==> src/rtl/sram_arb_pkg.sv <==
// Shared types for the SRAM arbiter: FSM states, bus widths, requester ID.
// No ports; imported by sram_arb_beat_counter and sram_arbiter.
package sram_arb_pkg;

   localparam int SRAM_AW = 18;
   localparam int SRAM_DW = 16;

   typedef enum logic [1:0] {
      IDLE    = 2'd0,
      I_READ  = 2'd1,
      D_READ  = 2'd2,
      D_WRITE = 2'd3
   } arb_state_t;

   typedef enum logic {
      REQ_I = 1'b0,
      REQ_D = 1'b1
   } req_id_t;

endpackage

==> src/rtl/sram_arb_beat_counter.sv <==
// Wait-state and word counters for one line burst.
// Ports: clk, rst, clear (restart at word 0), run (burst active),
//        wc (current word), slot_last, line_last strobes.
module sram_arb_beat_counter
   import sram_arb_pkg::*;
#(
   parameter int LINE_WORDS = 4,
   parameter int WORD_WAIT  = 1,
   localparam int WB = $clog2(LINE_WORDS)
) (
   input  logic          clk,
   input  logic          rst,
   input  logic          clear,
   input  logic          run,
   output logic [WB-1:0] wc,
   output logic          slot_last,
   output logic          line_last
);

   logic [2:0] wt;

   assign slot_last = run && (wt == 3'(WORD_WAIT));
   assign line_last = slot_last && (wc == WB'(LINE_WORDS - 1));

   // wc wraps inside the line; the base address never sees a carry
   always_ff @(posedge clk or posedge rst) begin
      if (rst) begin
         wt <= '0;
         wc <= '0;
      end else if (clear) begin
         wt <= '0;
         wc <= '0;
      end else if (run) begin
         if (slot_last) begin
            wt <= '0;
            wc <= wc + 1'b1;
         end else begin
            wt <= wt + 1'b1;
         end
      end
   end

endmodule

==> src/rtl/sram_arbiter.sv <==
// Shares the SRAM controller port between I-cache and D-cache line bursts.
// Ports: i_* (I read), d_* (D read/write), sram_* (controller side).
// Option: SRAM_ARB_ROUND_ROBIN_EN selects round-robin on ties, else D wins.
module sram_arbiter
   import sram_arb_pkg::*;
#(
   parameter int LINE_WORDS = 4,
   parameter int WORD_WAIT  = 1
) (
   input  logic               clk,
   input  logic               rst,
   input  logic               i_req,
   input  logic [SRAM_AW-1:0] i_addr,
   output logic [SRAM_DW-1:0] i_rdata,
   output logic               i_rvalid,
   output logic               i_done,
   input  logic               d_req,
   input  logic               d_we,
   input  logic [SRAM_AW-1:0] d_addr,
   input  logic [SRAM_DW-1:0] d_wdata,
   output logic               d_wnext,
   output logic [SRAM_DW-1:0] d_rdata,
   output logic               d_rvalid,
   output logic               d_done,
   output logic [SRAM_AW-1:0] sram_address,
   output logic [SRAM_DW-1:0] sram_write_data,
   output logic               sram_we,
   input  logic [SRAM_DW-1:0] sram_read_data
);

   localparam int WB = $clog2(LINE_WORDS);

   arb_state_t        state;
   logic [WB-1:0]     wc;
   logic              slot_last;
   logic              line_last;
   logic              busy;
   logic              i_ok;
   logic              d_ok;
   logic              grant;
   req_id_t           pick;
   logic [SRAM_DW-1:0] wdata_q;
   logic              unused_low;

   assign unused_low = ^{i_addr[WB-1:0], d_addr[WB-1:0]};

   assign busy = (state != IDLE);

   // A requester whose done is pulsing still holds req this cycle;
   // do not mistake that for a fresh request.
   assign i_ok  = i_req && !i_done;
   assign d_ok  = d_req && !d_done;
   assign grant = i_ok || d_ok;

`ifdef SRAM_ARB_ROUND_ROBIN_EN
   req_id_t last_grant;

   always_comb begin
      pick = REQ_D;
      if (i_ok && (!d_ok || last_grant == REQ_D))
         pick = REQ_I;
   end

   always_ff @(posedge clk or posedge rst) begin
      if (rst)
         last_grant <= REQ_D;
      else if (state == IDLE && grant)
         last_grant <= pick;
   end
`else
   always_comb begin
      pick = d_ok ? REQ_D : REQ_I;
   end
`endif

   sram_arb_beat_counter #(
      .LINE_WORDS(LINE_WORDS),
      .WORD_WAIT (WORD_WAIT)
   ) u_cnt (
      .clk      (clk),
      .rst      (rst),
      .clear    (!busy),
      .run      (busy),
      .wc       (wc),
      .slot_last(slot_last),
      .line_last(line_last)
   );

   // The requester advances d_wdata on d_wnext, so the bus follows it live
   assign sram_write_data = (state == D_WRITE) ? d_wdata : wdata_q;
   assign d_wnext = (state == D_WRITE) && slot_last;

   always_ff @(posedge clk or posedge rst) begin
      if (rst) begin
         state        <= IDLE;
         sram_address <= '0;
         sram_we      <= 1'b0;
         wdata_q      <= '0;
         i_rdata      <= '0;
         d_rdata      <= '0;
         i_rvalid     <= 1'b0;
         d_rvalid     <= 1'b0;
         i_done       <= 1'b0;
         d_done       <= 1'b0;
      end else begin
         i_rvalid <= 1'b0;
         d_rvalid <= 1'b0;
         i_done   <= 1'b0;
         d_done   <= 1'b0;
         if (state == D_WRITE)
            wdata_q <= d_wdata;
         unique case (state)
            IDLE: begin
               if (grant) begin
                  if (pick == REQ_D) begin
                     sram_address <= {d_addr[SRAM_AW-1:WB], {WB{1'b0}}};
                     sram_we      <= d_we;
                     state        <= d_we ? D_WRITE : D_READ;
                  end else begin
                     sram_address <= {i_addr[SRAM_AW-1:WB], {WB{1'b0}}};
                     state        <= I_READ;
                  end
               end
            end
            I_READ, D_READ, D_WRITE: begin
               if (slot_last) begin
                  if (state == I_READ) begin
                     i_rdata  <= sram_read_data;
                     i_rvalid <= 1'b1;
                  end
                  if (state == D_READ) begin
                     d_rdata  <= sram_read_data;
                     d_rvalid <= 1'b1;
                  end
                  if (line_last) begin
                     state   <= IDLE;
                     sram_we <= 1'b0;
                     i_done  <= (state == I_READ);
                     d_done  <= (state != I_READ);
                  end else begin
                     sram_address[WB-1:0] <= wc + 1'b1;
                  end
               end
            end
            default: state <= IDLE;
         endcase
      end
   end

endmodule
==> config.mk <==
export PLATFORM = sky130hd
export DESIGN_NAME = sram_arbiter
export DESIGN_NICKNAME = d
export VERILOG_FILES = /design/src/rtl/sram_arb_pkg.sv /design/src/rtl/sram_arb_beat_counter.sv /design/src/rtl/sram_arbiter.sv
export SDC_FILE = /design/constraint.sdc
export NUM_CORES = 1
export LEC_CHECK = 0
export ABC_AREA = 1
export CELL_PAD_IN_SITES_DETAIL_PLACEMENT = 0
export CELL_PAD_IN_SITES_GLOBAL_PLACEMENT = 1
export CORE_MARGIN = 3
export CORE_UTILIZATION = 32
export CTS_CLUSTER_DIAMETER = 120
export DETAILED_ROUTE_END_ITERATION = 16
export PLACE_DENSITY = 0.83
export SLEW_MARGIN = 20
export SYNTH_ARGS = -nofsm -noshare
export SYNTH_HDL_FRONTEND = slang
export SYNTH_SLANG_ARGS = --single-unit
==> constraint.sdc <==
create_clock -name clk -period 3.74 [get_ports clk]
set_input_delay 0.748 -clock clk [delete_from_list [all_inputs] [get_ports clk]]
set_output_delay 0.748 -clock clk [all_outputs]
set_load 0.02 [all_outputs]
## After elaboration in Yosys (flattened, before gate mapping)

Index checks and enable logic that the tools add are counted.

- Bits of input ports: 73
- Register bits: 78
- Word-level logic and storage cells: 78

- Add/subtract/negate cells: 2
- Mux-type cells: 34
- Reduce and logical (&&, ||, !) cells: 17
- Equal/unequal tests: 12

Operators with widths:

| kind | count |
|---|---|
| $mux 1 | 18 |
| $mux 18 | 1 |
| $mux 2 | 9 |
| $mux 16 | 1 |
| $ne 2x2->1 const B | 6 |
| $reduce_and 3->1 | 4 |
| $pmux 2 s2 | 2 |
| $eq 2x2->1 const B | 3 |
| $mux 3 | 2 |
| $logic_and 1x1->1 | 5 |
| $reduce_and 4->1 | 1 |
| $add 3x1->3 const B | 1 |
| $eq 3x1->1 const B | 1 |
| $reduce_or 3->1 | 1 |
| $add 2x1->2 const B | 1 |
| $eq 2x1->1 const B | 1 |
| $logic_not 1->1 | 2 |
| $logic_not 2->1 | 1 |
| $ne 2x1->1 const B | 1 |
| $pmux 1 s2 | 1 |
| $reduce_and 2->1 | 1 |
| $reduce_bool 2->1 | 1 |
| $logic_or 1x1->1 | 1 |

## Longest topological paths before layout

- Depth in word-level cells: 6
- Depth in mapped cells: 8

## Modules after synthesis

From an unflattened synthesis, not the netlist that was laid out.

- Cells, all modules: 368
- Area total of the unflattened synthesis: 3354.5 um^2

By module, submodules not included:

| module | instances | cells an instance | area an instance (um^2) |
|---|---|---|---|
| sram_arbiter | 1 | 331 | 3056.7 |
| sram_arb_beat_counter | 1 | 37 | 297.8 |

## Worst setup path after synthesis

Ideal clock, no wire load.

- Path kind: register -> output
- Start point: register state[1]
- End point: output port sram_write_data[10]
- Stages on the path, launching flop included: 4
- Data arrival time: 1.182 ns
- Slack: 1.810 ns
- Path through: dfrtp_1 nand2_2 buf_4 mux2_1

- Word-level cells in the longest chain between the ends: 2

Ends and longest elaborated chain:

| what | line | text |
|---|---|---|
| from (decl) | sram_arbiter.sv:33 | `arb_state_t state;` |
| from (signal assigned) | sram_arbiter.sv:118 | `state <= d_we ? D_WRITE : D_READ;` |
| $eq 2x2->1 | sram_arbiter.sv:90 | `assign sram_write_data = (state == D_WRITE) ? d_wdata : wdata_q;` |
| $mux 16 | - |  |
| to (decl) | sram_arbiter.sv:26 | `output logic [SRAM_DW-1:0] sram_write_data,` |

Every way passes these cells.

## Worst setup path in the final report

- Start point: register state[1]
- End point: output port sram_write_data[0]

Same word-level chain as after synthesis.

==> summary.md <==
| Metric | Value |
|---|---|
| Complex-gate fraction of the synthesized area | 5.43% |
| Path type of the worst setup path | reg2out |
| Share of the clock period used by the worst path | 76.3% |
| Vertical die dimension | 106 um |
| Portion of synthesized cell area occupied by the leading cell type | 60.5% |
| Min Tclk post-route | 2.85 ns |
| Setup repair after global routing missed its margin | false |
| Via/cell ratio | 4.45 |
| Proportion of synthesized chip area in sequential cells | 60.5% |
| Cell taking the most area after synthesis | sky130_fd_sc_hd__dfrtp_1 |
| Number of nets in the layout | 560 |
| Clock Skews | 0.0104 ns |
| Antenna-violating nets left | 0 |
| Mean cell area of the mapped netlist | 9.41 um2 |
| Adder and majority gate portion of the synthesized area | 1.16% |
| Inserted Clock Buffers | 9 |
| Power density of the placed cells | 849 mW/mm2 |
| Hold violation total from the final report | 0 |
| DRT iter0 DRCs | 187 |
| Final hold slack | 0.471 ns |
| Syn. warnings | 0 |
| GRT overflow | 0 |
| Total I/O pin count | 145 |
| Clock latency on the worst-skew pair | 0.35 ns |
| Min-delay worst type | reg2reg |
| Summed area of non-filler cells in the final layout | 0.00496 mm2 |
| Number of sinks driven by the clock tree | 78 |
| Commonest non-fill, non-tap cell in the layout | sky130_fd_sc_hd__clkdlybuf4s50_1 |
| Post-CTS Setup Inserts | 0 |
| Syn Std Cell Area | 0.00323 mm2 |
| Initial antenna violation count | 0 |
| Placement-stage worst setup slack | 0.967 ns |
| Average wire per standard cell | 13.7 um |
| Max-Slew Margin vs Limit | 50.6% |
| Final HPWL DP | 6090 um |
| Startpoint Class | flop |
| Post_cts resized | 0 |
| Smallest setup slack after layout | 0.888 ns |
| Syn Inst Count | 343 |
| Number of levels the H-tree was split into | 3 |
| Area fraction in and, or, nand and nor cells after synthesis | 21.6% |
| Placement Rows | 36 |
| Yosys cell types | 21 |
| Total of max-cap violations | 0 |
| Highest net fanout along the worst path | 17 |
| Leakage power summed over all cells | 2.36 nW |
| Outcome | completed |
| Largest family of logic cells by synthesized area | simple AND/OR/NAND/NOR gates |
| Width of the chip | 106 um |
| Reg clk slew, reported paths | 0.08 ns |
| Hold-fix buffers at CTS | 0 |
| Worst IR drop on VDD | 0.000404 V |
| Area grow syn2layout | 53.6% |
| Area after detailed placement | 0.00476 mm2 |
| Core Util, Final | 50.7% |
| Final weighted congestion in routability-driven placement | 0.708 |
| DIE AREA | 0.0113 mm2 |
| Clock root cell | sky130_fd_sc_hd__clkbuf_8 |
| Core outline area | 0.00977 mm2 |
| Data required time at the worst endpoint | 2.99 ns |
| Proportion of layout cells with a drive suffix above 1 | 7.77% |
| Transition at the pin with the smallest max-transition slack | 0.739 ns |
| Crit end category | output pin |
| Total negative slack for setup checks | 0 ns |
| Antenna fix cells | 0 |
| Number of remaining DRC errors | 0 |
| Total area of multi-input combinational cells | 0.00110 mm2 |
| Cell types with the largest area share after synthesis | sky130_fd_sc_hd__dfrtp_1 60%, sky130_fd_sc_hd__nand2_1 15%, sky130_fd_sc_hd__nand3_1 4.2% |
| Sequential Area | 0.00195 mm2 |
| Total of fill cells in the finished design | 951 |
| Total global-route track usage | 15.7% |
| Number of detailed-route iterations in the first pass | 4 |
| Synthesized Nets | 419 |
| Count of pins over their slew limit | 0 |
| Highest attainable clock frequency | 351 MHz |
| Maximum number of pins on one net before global-route repair | 46 |
| Area share of xor/xnor cells in the synthesized design | 0.271% |
| Number of port buffers | 140 |
| Setup-violating endpoint count in the final report | 0 |
| Critical path arrival | 2.10 ns |
| Initial Utilization | 33.0% |
| Number of buffers between clock root and the deepest sink | 2 |
| R2R Setup Slk | 1.85 ns |
| Count of vias placed by the detailed router | 2769 |
| First-pass GRT wire length | 14200 um |
| Top library cells by usage in the layout, fill and taps aside | 140 x sky130_fd_sc_hd__clkdlybuf4s50_1, 125 x sky130_fd_sc_hd__nand2_1, 78 x sky130_fd_sc_hd__dfrtp_1 |
| Total length of routed wires | 8550 um |
| Vias in the first global route | 2862 |
| Clock tree from TritonCTS | done |
| Share of cell area taken by muxes after synthesis | 5.58% |
| #FFs+latches synth | 78 |
critical path: stages, from the launching register on:
cell	delay [ns]
sky130_fd_sc_hd__dfrtp_1	0.45
sky130_fd_sc_hd__nand2_2	0.35
sky130_fd_sc_hd__mux2_2	0.41
sky130_fd_sc_hd__clkdlybuf4s50_1	0.55
worst paths after layout:
kind | from | end | depth (start not counted)
max reg2reg | d_done | sram_address[13] | 7
min reg2reg | u_cnt.wt[0] | u_cnt.wt[0] | 1
max in group asynchronous | rst | d_rdata[5] | 3
min | u_cnt.wt[0] | u_cnt.wt[0] | 1
min in group asynchronous | rst | wdata_q[13] | 2
max | state[1] | sram_write_data[0] | 3
power by group:
part	internal, mW	leakage [nW]	switching [mW]
registers	1.23	0.961	0.189
logic	0.992	1.30	1.16
clock network	0.327	0.0955	0.310
total	2.55	2.36	1.66
kinds of logic (layout without fill, tap and decap cells):
logic type      after synthesis  after routing
xor+xnor                      1              1
simple gates                169            169
mux                          16             16
flops                        78             78
compound gates               35             35
fa+ha+maj                     3              3
buf+inv                      41            187
cell type report:
| class | count | area share [%] |
|---|---|---|
| clock buffer | 11 | 2.85 |
| clock inverter | 5 | 1.19 |
| inverter | 28 | 2.12 |
| multi-input combinational | 224 | 22.2 |
| sequential | 78 | 39.4 |
| tap | 133 | 3.36 |
| timing repair buffer | 143 | 29.0 |
state kept, by name, indices dropped and copies added, names as in the netlist:
register      count
sram_address     18
d_rdata          16
i_rdata          16
wdata_q          16
u_cnt.wt          3
state             2
u_cnt.wc          2
d_done            1
d_rvalid          1
i_done            1
i_rvalid          1
sram_we           1
through the flow:
stage / power [mW] / cells
after floorplan: 2.58 / 343
after global placement: 3.57 / 606
after detailed placement: 3.62 / 606
after CTS: 4.28 / 622
after global routing: 4.52 / 622
final: 4.21 / 622
Yosys cell counts:
library cell	instances
sky130_fd_sc_hd__xnor2_1	1
sky130_fd_sc_hd__buf_6	1
sky130_fd_sc_hd__clkbuf_1	2
sky130_fd_sc_hd__o21ai_1	27
sky130_fd_sc_hd__dfrtp_1	78
sky130_fd_sc_hd__nand2_2	4
sky130_fd_sc_hd__nor2_4	1
sky130_fd_sc_hd__mux2_2	7
sky130_fd_sc_hd__nor2_1	7
sky130_fd_sc_hd__inv_1	24
sky130_fd_sc_hd__mux2_1	9
sky130_fd_sc_hd__nor2_2	1
sky130_fd_sc_hd__o21ai_0	8
sky130_fd_sc_hd__buf_4	2
sky130_fd_sc_hd__buf_2	8
sky130_fd_sc_hd__ha_1	3
sky130_fd_sc_hd__nand4_1	2
sky130_fd_sc_hd__inv_2	4
sky130_fd_sc_hd__or2_2	1
sky130_fd_sc_hd__nand3_1	27
sky130_fd_sc_hd__nand2_1	126
routing by layer:
| layer | track usage [%] | up-vias | part of all wire, % |
|---|---|---|---|
| met3 | 8.86 | 6 | 14 |
| li1 | - | 1368 | - |
| met4 | 3.84 | 0 | 0.88 |
| met1 | 20.2 | 1270 | 43 |
| met2 | 22.9 | 125 | 42 |
| met5 | 0 | - | 0 |
Note: power is estimated with default switching activity, not from simulation.
